### src/rtl/newpoint_writer.sv
// Captures point_cal result records, drops warm-up records, buffers them and serializes 18 words each.
// Optional NEWPOINT_ROUND_EN converts each output word to saturated integer pixels (round-half-up).

// state | meaning
// IDLE  | record FIFO empty, no word on the stream
// SEND  | head record presented word by word, index register selects the word
module newpoint_writer #(
   parameter int WIDTH = 14,
   parameter int DEPTH = 4,
   parameter int SKIP  = 6
) (
   input  logic                 clk,
   input  logic                 rst_n,
   input  logic                 in_valid,
   output logic                 in_ready,
   input  logic [4*WIDTH-1:0]   new_xi,
   input  logic [4*WIDTH-1:0]   new_yi,
   input  logic [4*WIDTH-1:0]   new_xo,
   input  logic [4*WIDTH-1:0]   new_yo,
   input  logic [WIDTH-1:0]     xb_o,
   input  logic [WIDTH-1:0]     yb_o,
   output logic                 out_valid,
   input  logic                 out_ready,
   output logic [WIDTH-1:0]     out_data,
   output logic [4:0]           out_idx,
   output logic                 out_last,
   output logic                 ovf
);

   localparam int AW = $clog2(DEPTH);
   localparam int CW = AW + 1;
   localparam int SW = (SKIP > 0) ? $clog2(SKIP + 1) : 1;

   typedef enum logic {IDLE, SEND} state_t;

   logic [WIDTH-1:0] mem [DEPTH][18];
   logic [WIDTH-1:0] in_words [18];
   logic [AW-1:0]    wr_ptr;
   logic [AW-1:0]    rd_ptr;
   logic [CW-1:0]    cnt;
   logic [CW-1:0]    cnt_next;
   logic [SW-1:0]    skip_cnt;
   logic [4:0]       idx;
   state_t           state;
   logic             keep;
   logic             accept;
   logic             push;
   logic             pop;
   logic             full;
   logic [WIDTH-1:0] head_word;
   logic [WIDTH-1:0] conv_word;

   assign full     = (cnt == CW'(DEPTH));
   assign in_ready = !full;
   assign keep     = (skip_cnt == SW'(SKIP));
   assign accept   = in_valid & in_ready;
   assign push     = accept & keep;
   assign pop      = (state == SEND) & out_ready & (idx == 5'd17);
   assign cnt_next = cnt + CW'(push) - CW'(pop);

   // Word order on the stream: inner pairs, outer pairs, then boundary point.
   always_comb begin
      for (int k = 0; k < 4; k++) begin
         in_words[2*k]     = new_xi[k*WIDTH +: WIDTH];
         in_words[2*k+1]   = new_yi[k*WIDTH +: WIDTH];
         in_words[8+2*k]   = new_xo[k*WIDTH +: WIDTH];
         in_words[8+2*k+1] = new_yo[k*WIDTH +: WIDTH];
      end
      in_words[16] = xb_o;
      in_words[17] = yb_o;
   end

   always_ff @(posedge clk) begin
      if (push) begin
         for (int w = 0; w < 18; w++) begin
            mem[wr_ptr][w] <= in_words[w];
         end
      end
   end

   assign head_word = mem[rd_ptr][idx];

`ifdef NEWPOINT_ROUND_EN
   logic [WIDTH:0] rnd_sum;

   always_comb begin
      rnd_sum = ({1'b0, head_word} + (WIDTH+1)'(8)) >> 4;
      if (rnd_sum > (WIDTH+1)'((1 << (WIDTH-4)) - 1)) begin
         conv_word = WIDTH'((1 << (WIDTH-4)) - 1);
      end else begin
         conv_word = rnd_sum[WIDTH-1:0];
      end
   end
`else
   assign conv_word = head_word;
`endif

   assign out_valid = (state == SEND);
   assign out_data  = (state == SEND) ? conv_word : '0;
   assign out_idx   = idx;
   assign out_last  = (idx == 5'd17);

   always_ff @(posedge clk or negedge rst_n) begin
      if (!rst_n) begin
         state    <= IDLE;
         idx      <= '0;
         cnt      <= '0;
         wr_ptr   <= '0;
         rd_ptr   <= '0;
         skip_cnt <= '0;
         ovf      <= 1'b0;
      end else begin
         if (in_valid && !in_ready) ovf <= 1'b1;
         if (accept && !keep) skip_cnt <= skip_cnt + SW'(1);
         if (push) wr_ptr <= wr_ptr + AW'(1);
         if (pop) rd_ptr <= rd_ptr + AW'(1);
         cnt <= cnt_next;
         case (state)
            IDLE: begin
               idx <= '0;
               if (cnt_next != '0) state <= SEND;
            end
            SEND: begin
               if (out_ready) begin
                  if (idx == 5'd17) begin
                     idx <= '0;
                     if (cnt_next == '0) state <= IDLE;
                  end else begin
                     idx <= idx + 5'd1;
                  end
               end
            end
            default: state <= IDLE;
         endcase
      end
   end

endmodule

### config.mk
export PLATFORM = sky130hd
export DESIGN_NAME = newpoint_writer
export DESIGN_NICKNAME = d
export VERILOG_FILES = /design/src/rtl/newpoint_writer.sv
export SDC_FILE = /design/constraint.sdc
export NUM_CORES = 1
export LEC_CHECK = 0
export ABC_AREA = 1
export BUFFER_PORTS_ARGS = -buffer_cell sky130_fd_sc_hd__buf_2
export CORE_MARGIN = 4
export CORE_UTILIZATION = 35
export DETAILED_ROUTE_END_ITERATION = 10
export GPL_TIMING_DRIVEN = 0
export PLACE_DENSITY = 0.54
export SLEW_MARGIN = 20
export SYNTH_ARGS = -nofsm -noshare
export SYNTH_HDL_FRONTEND = slang
export SYNTH_SLANG_ARGS = --single-unit
### constraint.sdc
create_clock -name clk -period 12.8 [get_ports clk]
set_input_delay 3.2 -clock clk [delete_from_list [all_inputs] [get_ports clk]]
set_output_delay 3.2 -clock clk [all_outputs]
set_load 0.01 [all_outputs]
==> summary.txt, run 1 <==
Routing
  – Drt total wl: 135000 um
  – DRC: 0
  – Vias/cell: 4.939
  – Metal3 WL: 11700 um
  – Wire per inst: 22.85 um
  – Met2 wire length: 63290 um
  – Wl on met1: 54010 um
  – Via count: 29180
  – Uppermost layer routed: met5
  – Post-route ant nets: 0
  – Drt pass-1 iters: 6
  – Drt initial violations: 2776

Clock network
  – Clk root buf: clkbuf_16
  – CTS Buffer Depth: 3
  – H-tree depth: 3
  – CTS sink count: 1025
  – CTS Hold Bufs: 0
  – Clock transition at path regs: 0.06 ns
  – Post-CTS sizing: 0
  – CTS buffer count: 110
  – CTS tree: yes
  – Clock latency on the worst-skew pair: 0.69 ns
  – Setup bufs post-CTS: 0

Power and ir drop
  – Sequential power share: 36.4%
  – Sw frac: 38.22%
  – Comb pwr share: 35.3%
  – Clock power frac: 28.3%
  – P_sw: 4099 uW
  – Worst IR drop on VDD: 117.5 uV
  – Internal power: 6625 uW
  – Static Leak: 0.01983 uW
  – Pwr dens: 211.9 mW/mm^2

Floorplanning
  – Die area: 0.1270 mm^2
  – Die span in y: 356.4 um
  – Die width: 356.4 um
  – Initial core utilization: 35.32%
  – Core ar.: 0.1203 mm^2
  – Rows: 127
  – Io pins: 279

STA
  – FMAX: 0.1364 GHz
  – Setup TNS: 0 ns
  – Tcrit/Tclk final: 57.27%
  – Final Skew: 0.02603 ns
  – Final Slew Violations: 0
  – Fin. Hold Viols: 0
  – Unrepaired setup endpoints after global routing: false
  – Worst Tran Pin Value: 1.020 ns
  – Slew headroom: 31.97%
  – Final min period: 7.331 ns
  – Final setup violation count: 0

Synthesis
  – Post-synth EDFFs: 1008
  – Syn Nets: 4005
  – Area share of the largest cell type after synthesis: 71.24%
  – Top cells by count, synth: nand2_1, edfxtp_1, nand3_1
  – Distinct cells, synth: 26
  – YS warnings: 0
  – Top-count cell post-synth: nand2_1
  – Cell Area, Synth: 0.04249 mm^2
  – Top FF cell, synth: edfxtp_1
  – Mean Syn Cell Area: 11.37 um^2
  – Flop and latch count out of synthesis: 1025
  – Synth area leader: edfxtp_1
  – Cells after synthesis: 3738
  – Largest cells by area after synthesis: edfxtp_1, nand2_1, nand3_1
  – Share of flip-flops with an asynchronous set or reset: 1.659%
  – Sequential area share after synthesis: 72.24%

Global route
  – Overall Global Routing Usage: 20.94%
  – Total grt overflow: 0
  – Vias in the first global route: 27860
  – Largest net degree at the start of global routing: 23
  – Antenna violations before repair: 77
  – Global-route wire length before repair: 192400 um

Min path
  – HP Class: flip-flop to flip-flop

Critical path
  – Worst EP arrival: 4.13 ns
  – Element type at the critical path end: output pin
  – Startpoint Class: flip-flop
  – Crit Path Class: flip-flop to output pin
  – CP required: 9.60 ns
  – Largest fanout on the critical path: 10

Place
  – Number of port buffers: 278
  – Post-DP HPWL: 96370 um
  – Routability cong.: 0.8534
  – Cell count after placement: 5681
  – Cell Area, Placed: 0.04713 mm^2

Layout
  – Design Area, Final: 0.05060 mm^2
  – Area Overhead vs Synth: 19.09%
  – Nets@finish: 4448
  – Util after Layout: 42.07%
  – Share of cells above drive strength 1: 14.78%
  – Finished Layout Cells: 5909

Run status
  – Result of the run: finished, final reports clean

Job
  – Max-Cap Viols: 0
## power groups by stage
stage | Combinational (uW) | Sequential, uW | Clock [uW]
finish | 3790 | 3910 | 3030
global route | 4110 | 3920 | 3230
floorplan | 2110 | 4030 | 0
CTS | 3800 | 3910 | 3090
global placement | 3710 | 4100 | 0
detailed placement | 3790 | 3970 | 0
## per-stage QoR
stage	setup WS [ns]	power, uW	hold slack (ns)
finish	5.469	10720	0.4674
global route	5.438	11250	0.4840
CTS	5.493	10800	0.4767
detailed placement	6.255	7764	0.4629
global placement	-11.77	7807	0.4750
floorplan	-2.065	6142	0.4670
## worst max-delay path: stages (launching register included)
cell and delay [ns]:
dfrtp_1 0.83, clkbuf_1 0.83, clkbuf_1 0.55, nand2_1 0.12
nand3_1 0.12, nand3_1 0.21, nand2_1 0.17, nand2_1 0.13
a21oi_1 0.28, buf_2 0.19
## layout by cell type, fill, tap and decap left out, drive strengths merged, types with 7 or more instances in the layout
| cell type | count |
|---|---|
| nand2 | 1281 |
| edfxtp | 1008 |
| nand3 | 691 |
| buf | 491 |
| inv | 316 |
| clkbuf | 194 |
| nor2 | 66 |
| o21ai | 60 |
| clkinv | 41 |
| diode | 35 |
| o22ai | 17 |
| dfrtp | 17 |
| a21oi | 15 |
| o221ai | 14 |
| o211ai | 14 |
| ha | 10 |
| bufinv | 8 |
| xor2 | 7 |
## sequential cells by signal, indices dropped and copies added, names as in the netlist
register / count
out_valid: 1
rd_ptr: 2
out_idx: 5
skip_cnt: 3
ovf: 1
cnt: 3
wr_ptr: 2
mem: 1008
## final cells by class
type / instances / area (um^2)
diodes: 35 / 87.58
multi-input cells: 2184 / 9527
fillers: 11450 / 69690
clock buffers: 138 / 2899
repair buffers: 331 / 2595
flip-flops and latches: 1025 / 30690
plain buffers: 216 / 1127
well taps: 1612 / 2017
clock inverters: 55 / 478.0
inverters: 313 / 1177
## cells by family after synthesis
group / after synthesis / share of synthesized area, %
buf+inv: 529 / 5.424
flops: 1025 / 72.24
simple gates: 2042 / 20.10
xor+xnor: 10 / 0.2061
compound gates: 121 / 1.690
fa+ha+maj: 11 / 0.3416
## worst paths after layout
kind	from	endpoint	slack (ns)	cells past startpoint
min in group asynchronous	rst_n	wr_ptr[0]	2.48	1
worst min register to register	ovf	ovf	0.47	1
worst min-delay path	ovf	ovf	0.47	1
worst max-delay path	out_idx[1]	out_data[2]	5.47	9
worst max register to register	out_idx[1]	out_valid	8.21	12
max in group asynchronous	rst_n	skip_cnt[1]	9.98	1
## per-layer routing
layer / track usage [%] / up-vias
met4: 8.208 / 26
met5: 0 / -
met2: 33.93 / 1052
met3: 5.439 / 313
li1: - / 13680
met1: 26.95 / 14110
Power figures use the tool's default switching activity.
==> run 2: changes to the inputs <==
--- a/config.mk
+++ b/config.mk
@@ -5,13 +5,13 @@
 export SDC_FILE = /design/constraint.sdc
 export NUM_CORES = 1
 export LEC_CHECK = 0
-export ABC_AREA = 1
+export ABC_AREA = 0
 export BUFFER_PORTS_ARGS = -buffer_cell sky130_fd_sc_hd__buf_2
 export CORE_MARGIN = 4
 export CORE_UTILIZATION = 35
 export DETAILED_ROUTE_END_ITERATION = 10
 export GPL_TIMING_DRIVEN = 0
-export PLACE_DENSITY = 0.54
+export PLACE_DENSITY = 0.52
 export SLEW_MARGIN = 20
 export SYNTH_ARGS = -nofsm -noshare
 export SYNTH_HDL_FRONTEND = slang
==> constraint.sdc (replaced) <==
create_clock -name clk -period 7.1 [get_ports clk]
set_input_delay 1.775 -clock clk [delete_from_list [all_inputs] [get_ports clk]]
set_output_delay 1.775 -clock clk [all_outputs]
set_load 0.01 [all_outputs]
==> run 2 against run 1 <==
  * Critical endpoint is now out_data[1]
  * Sequential cell count did not move
  * Synthesized cell count fell by 54%
  * Final area fell by 7.4%
  * Clock skew fell by 0.0086 ns
  * Sequential power rose by 80%
  * Largest cell class unchanged
  * Worst setup slack got worse by 4.4 ns
  * Count of clock-buffer cells in the layout fell by 4
  * Critical path depth did not move
  * Routed wire length fell by 21%
==> summary.txt, run 2 <==
Run status
  – Result of the run: finished, final reports clean

Power and ir drop
  – Power Total: 14980 uW
  – Pwr dens: 319.8 mW/mm^2
  – Static Leak: 0.01499 uW
  – Worst IR drop on VDD: 242.0 uV

Critical path
  – CP max stage delay: 0.55 ns
  – Crit Path Class: flip-flop to output pin
  – Element type at the critical path end: output pin
  – Worst EP arrival: 4.22 ns
  – Largest fanout on the critical path: 10
  – Startpoint Class: flip-flop
  – Worst setup path startpoint: out_idx[0]
  – CP required: 5.33 ns
  – R2R Path Start: out_idx[1]
  – Most common cell on crit path: buf_2
  – CP max-delay cell: mux2i_1
  – CP cell instances: buf_2, buf_2, buf_2, buf_2, mux2i_1, a22oi_1, o211ai_1, nand3_1, buf_2

Global route
  – Total grt overflow: 0
  – Antenna violations before repair: 74
  – Largest net degree at the start of global routing: 44
  – Vias in the first global route: 20180
  – Overall Global Routing Usage: 18.03%
  – Global-route wire length before repair: 149600 um

STA
  – Slew headroom: 34.24%
  – Tcrit/Tclk final: 84.40%
  – Final setup violation count: 0
  – Final Slew Violations: 0
  – FMAX: 0.1669 GHz
  – Worst Tran Pin Value: 0.9827 ns
  – Final min period: 5.992 ns
  – Fin. Hold Viols: 0
  – Final Skew: 0.01740 ns
  – Unrepaired setup endpoints after global routing: false

Synthesis
  – Mean Syn Cell Area: 23.06 um^2
  – Top FF cell, synth: edfxtp_1
  – YS warnings: 0
  – Post-synth EDFFs: 1008
  – Top-count cell post-synth: edfxtp_1
  – Syn Nets: 1974
  – Cells after synthesis: 1707
  – Sequential area share after synthesis: 77.97%
  – Share of flip-flops with an asynchronous set or reset: 1.659%
  – Largest cells by area after synthesis: edfxtp_1, mux4_2, mux2i_1
  – Area share of the largest cell type after synthesis: 76.89%
  – Flop and latch count out of synthesis: 1025
  – Distinct cells, synth: 46
  – Synth area leader: edfxtp_1
  – Cell Area, Synth: 0.03937 mm^2
  – Top cells by count, synth: edfxtp_1, mux4_2, mux2i_1

Layout
  – Most frequent cells in the layout: edfxtp_1, buf_2, mux4_2, clkbuf_16, mux2i_1
  – Share of cells above drive strength 1: 35.39%
  – Util after Layout: 42.16%
  – Finished Layout Cells: 3729
  – Commonest non-fill, non-tap cell in the layout: edfxtp_1
  – Nets@finish: 2387
  – Largest register by flop count: mem
  – Largest register FFs: 1008
  – Design Area, Final: 0.04685 mm^2
  – Area Overhead vs Synth: 19.01%

Place
  – Post-DP HPWL: 75330 um
  – Cell count after placement: 3499
  – Number of port buffers: 278
  – Routability cong.: 0.7430
  – Cell Area, Placed: 0.04328 mm^2

Clock network
  – Setup bufs post-CTS: 0
  – Clock transition at path regs: 0.06 ns
  – CTS tree: yes
  – Clock latency on the worst-skew pair: 0.68 ns
  – CTS buffer count: 107
  – CTS Hold Bufs: 0
  – Post-CTS sizing: 0
  – CTS Buffer Depth: 3
  – Clk root buf: clkbuf_16
  – H-tree depth: 3
  – CTS sink count: 1025

Floorplanning
  – Io pins: 279
  – Rows: 122
  – Die width: 343.4 um
  – Initial core utilization: 35.42%
  – Die area: 0.1179 mm^2
  – Die span in y: 343.4 um
  – Core ar.: 0.1111 mm^2

Routing
  – DRC: 0
  – Via count: 19210
  – Drt total wl: 106700 um
  – Post-route ant nets: 0
  – Vias/cell: 5.152
  – Drt pass-1 iters: 5
  – Drt initial violations: 1619
  – Wire per inst: 28.62 um

Job
  – Max-Cap Viols: 0

Min path
  – HP Start: ovf
  – HP Class: flip-flop to flip-flop
[run 2: cell types whose count changed in the layout (fill, tap and decap cells not counted), sizes merged, moves of 39 or more]
| cell | before | now |
|---|---|---|
| nand2 | 1281 | 49 |
| nand3 | 691 | 17 |
| inv | 316 | 11 |
| mux4 | 0 | 253 |
| buf | 491 | 373 |
| mux2i | 0 | 73 |
| nor2 | 66 | 24 |
| clkbuf | 194 | 155 |
[run 2: routing by layer]
layer  vias to the layer above  part of all wire [%]  GRT usage [%]
met4                        50                   3.3          6.135
met5                         -                  0.28              0
li1                       8166                     -              -
met3                       228                   8.4          5.721
met1                     10120                    39          22.90
met2                       647                    49          29.43
[run 2: worst max-delay path: cells and delay by family (launching register included)]
| family | cells | cell delay (ns) |
|---|---|---|
| AO/OA/AOI/OAI | 2 | 0.42 |
| buffers and inverters | 5 | 1.85 |
| flip-flops | 1 | 0.40 |
| multiplexers | 1 | 0.55 |
| AND/OR/NAND/NOR | 1 | 0.29 |
[run 2: path summary, 6_finish.rpt]
check / to / slack (ns) / cells past startpoint
max in group asynchronous: out_idx[2] / 5.68 / 1
setup / recovery: out_data[1] / 1.11 / 9
hold reg to reg: ovf / 0.48 / 1
setup reg to reg: out_valid / 2.96 / 14
hold / removal: ovf / 0.48 / 1
min in group asynchronous: ovf / 1.07 / 1
[run 2: kinds of logic after synthesis]
| group | after synthesis | synth area share [%] |
|---|---|---|
| compound gates | 98 | 1.688 |
| xor+xnor | 7 | 0.1557 |
| fa+ha+maj | 11 | 0.3687 |
| buf+inv | 98 | 1.300 |
| flops | 1025 | 77.97 |
| mux | 344 | 17.02 |
| simple gates | 124 | 1.500 |
[run 2: cell type report]
cell class                      count  area, um^2
Sequential cell                  1025       30690
Inverter                            8       30.03
Clock buffer                      134        2861
Fill cell                        9869       64280
Tap cell                         1488        1862
Clock inverter                     62       628.1
Antenna cell                       34       85.08
Timing Repair Buffer              304        2032
Buffer                             90       481.7
Multi-Input combinational cell    584        8175
[run 2: power breakdown]
part           leakage [uW]  internal, uW  switching (uW)
clock               0.00170          3280            2270
combinational       0.00401           891            1500
sequential          0.00928          6960            84.0
total                0.0150         11100            3850
[run 2: metrics by stage]
stage / TNS [ns] / setup slack, ns / hold slack (ns)
after detailed placement: 0 / 1.832 / 0.4734
after global placement: -1748.89 / -1.786 / 0.4551
final: 0 / 1.108 / 0.4843
after global routing: 0 / 1.021 / 0.5109
after floorplan: 0 / 1.414 / 0.4453
after CTS: 0 / 1.090 / 0.4867
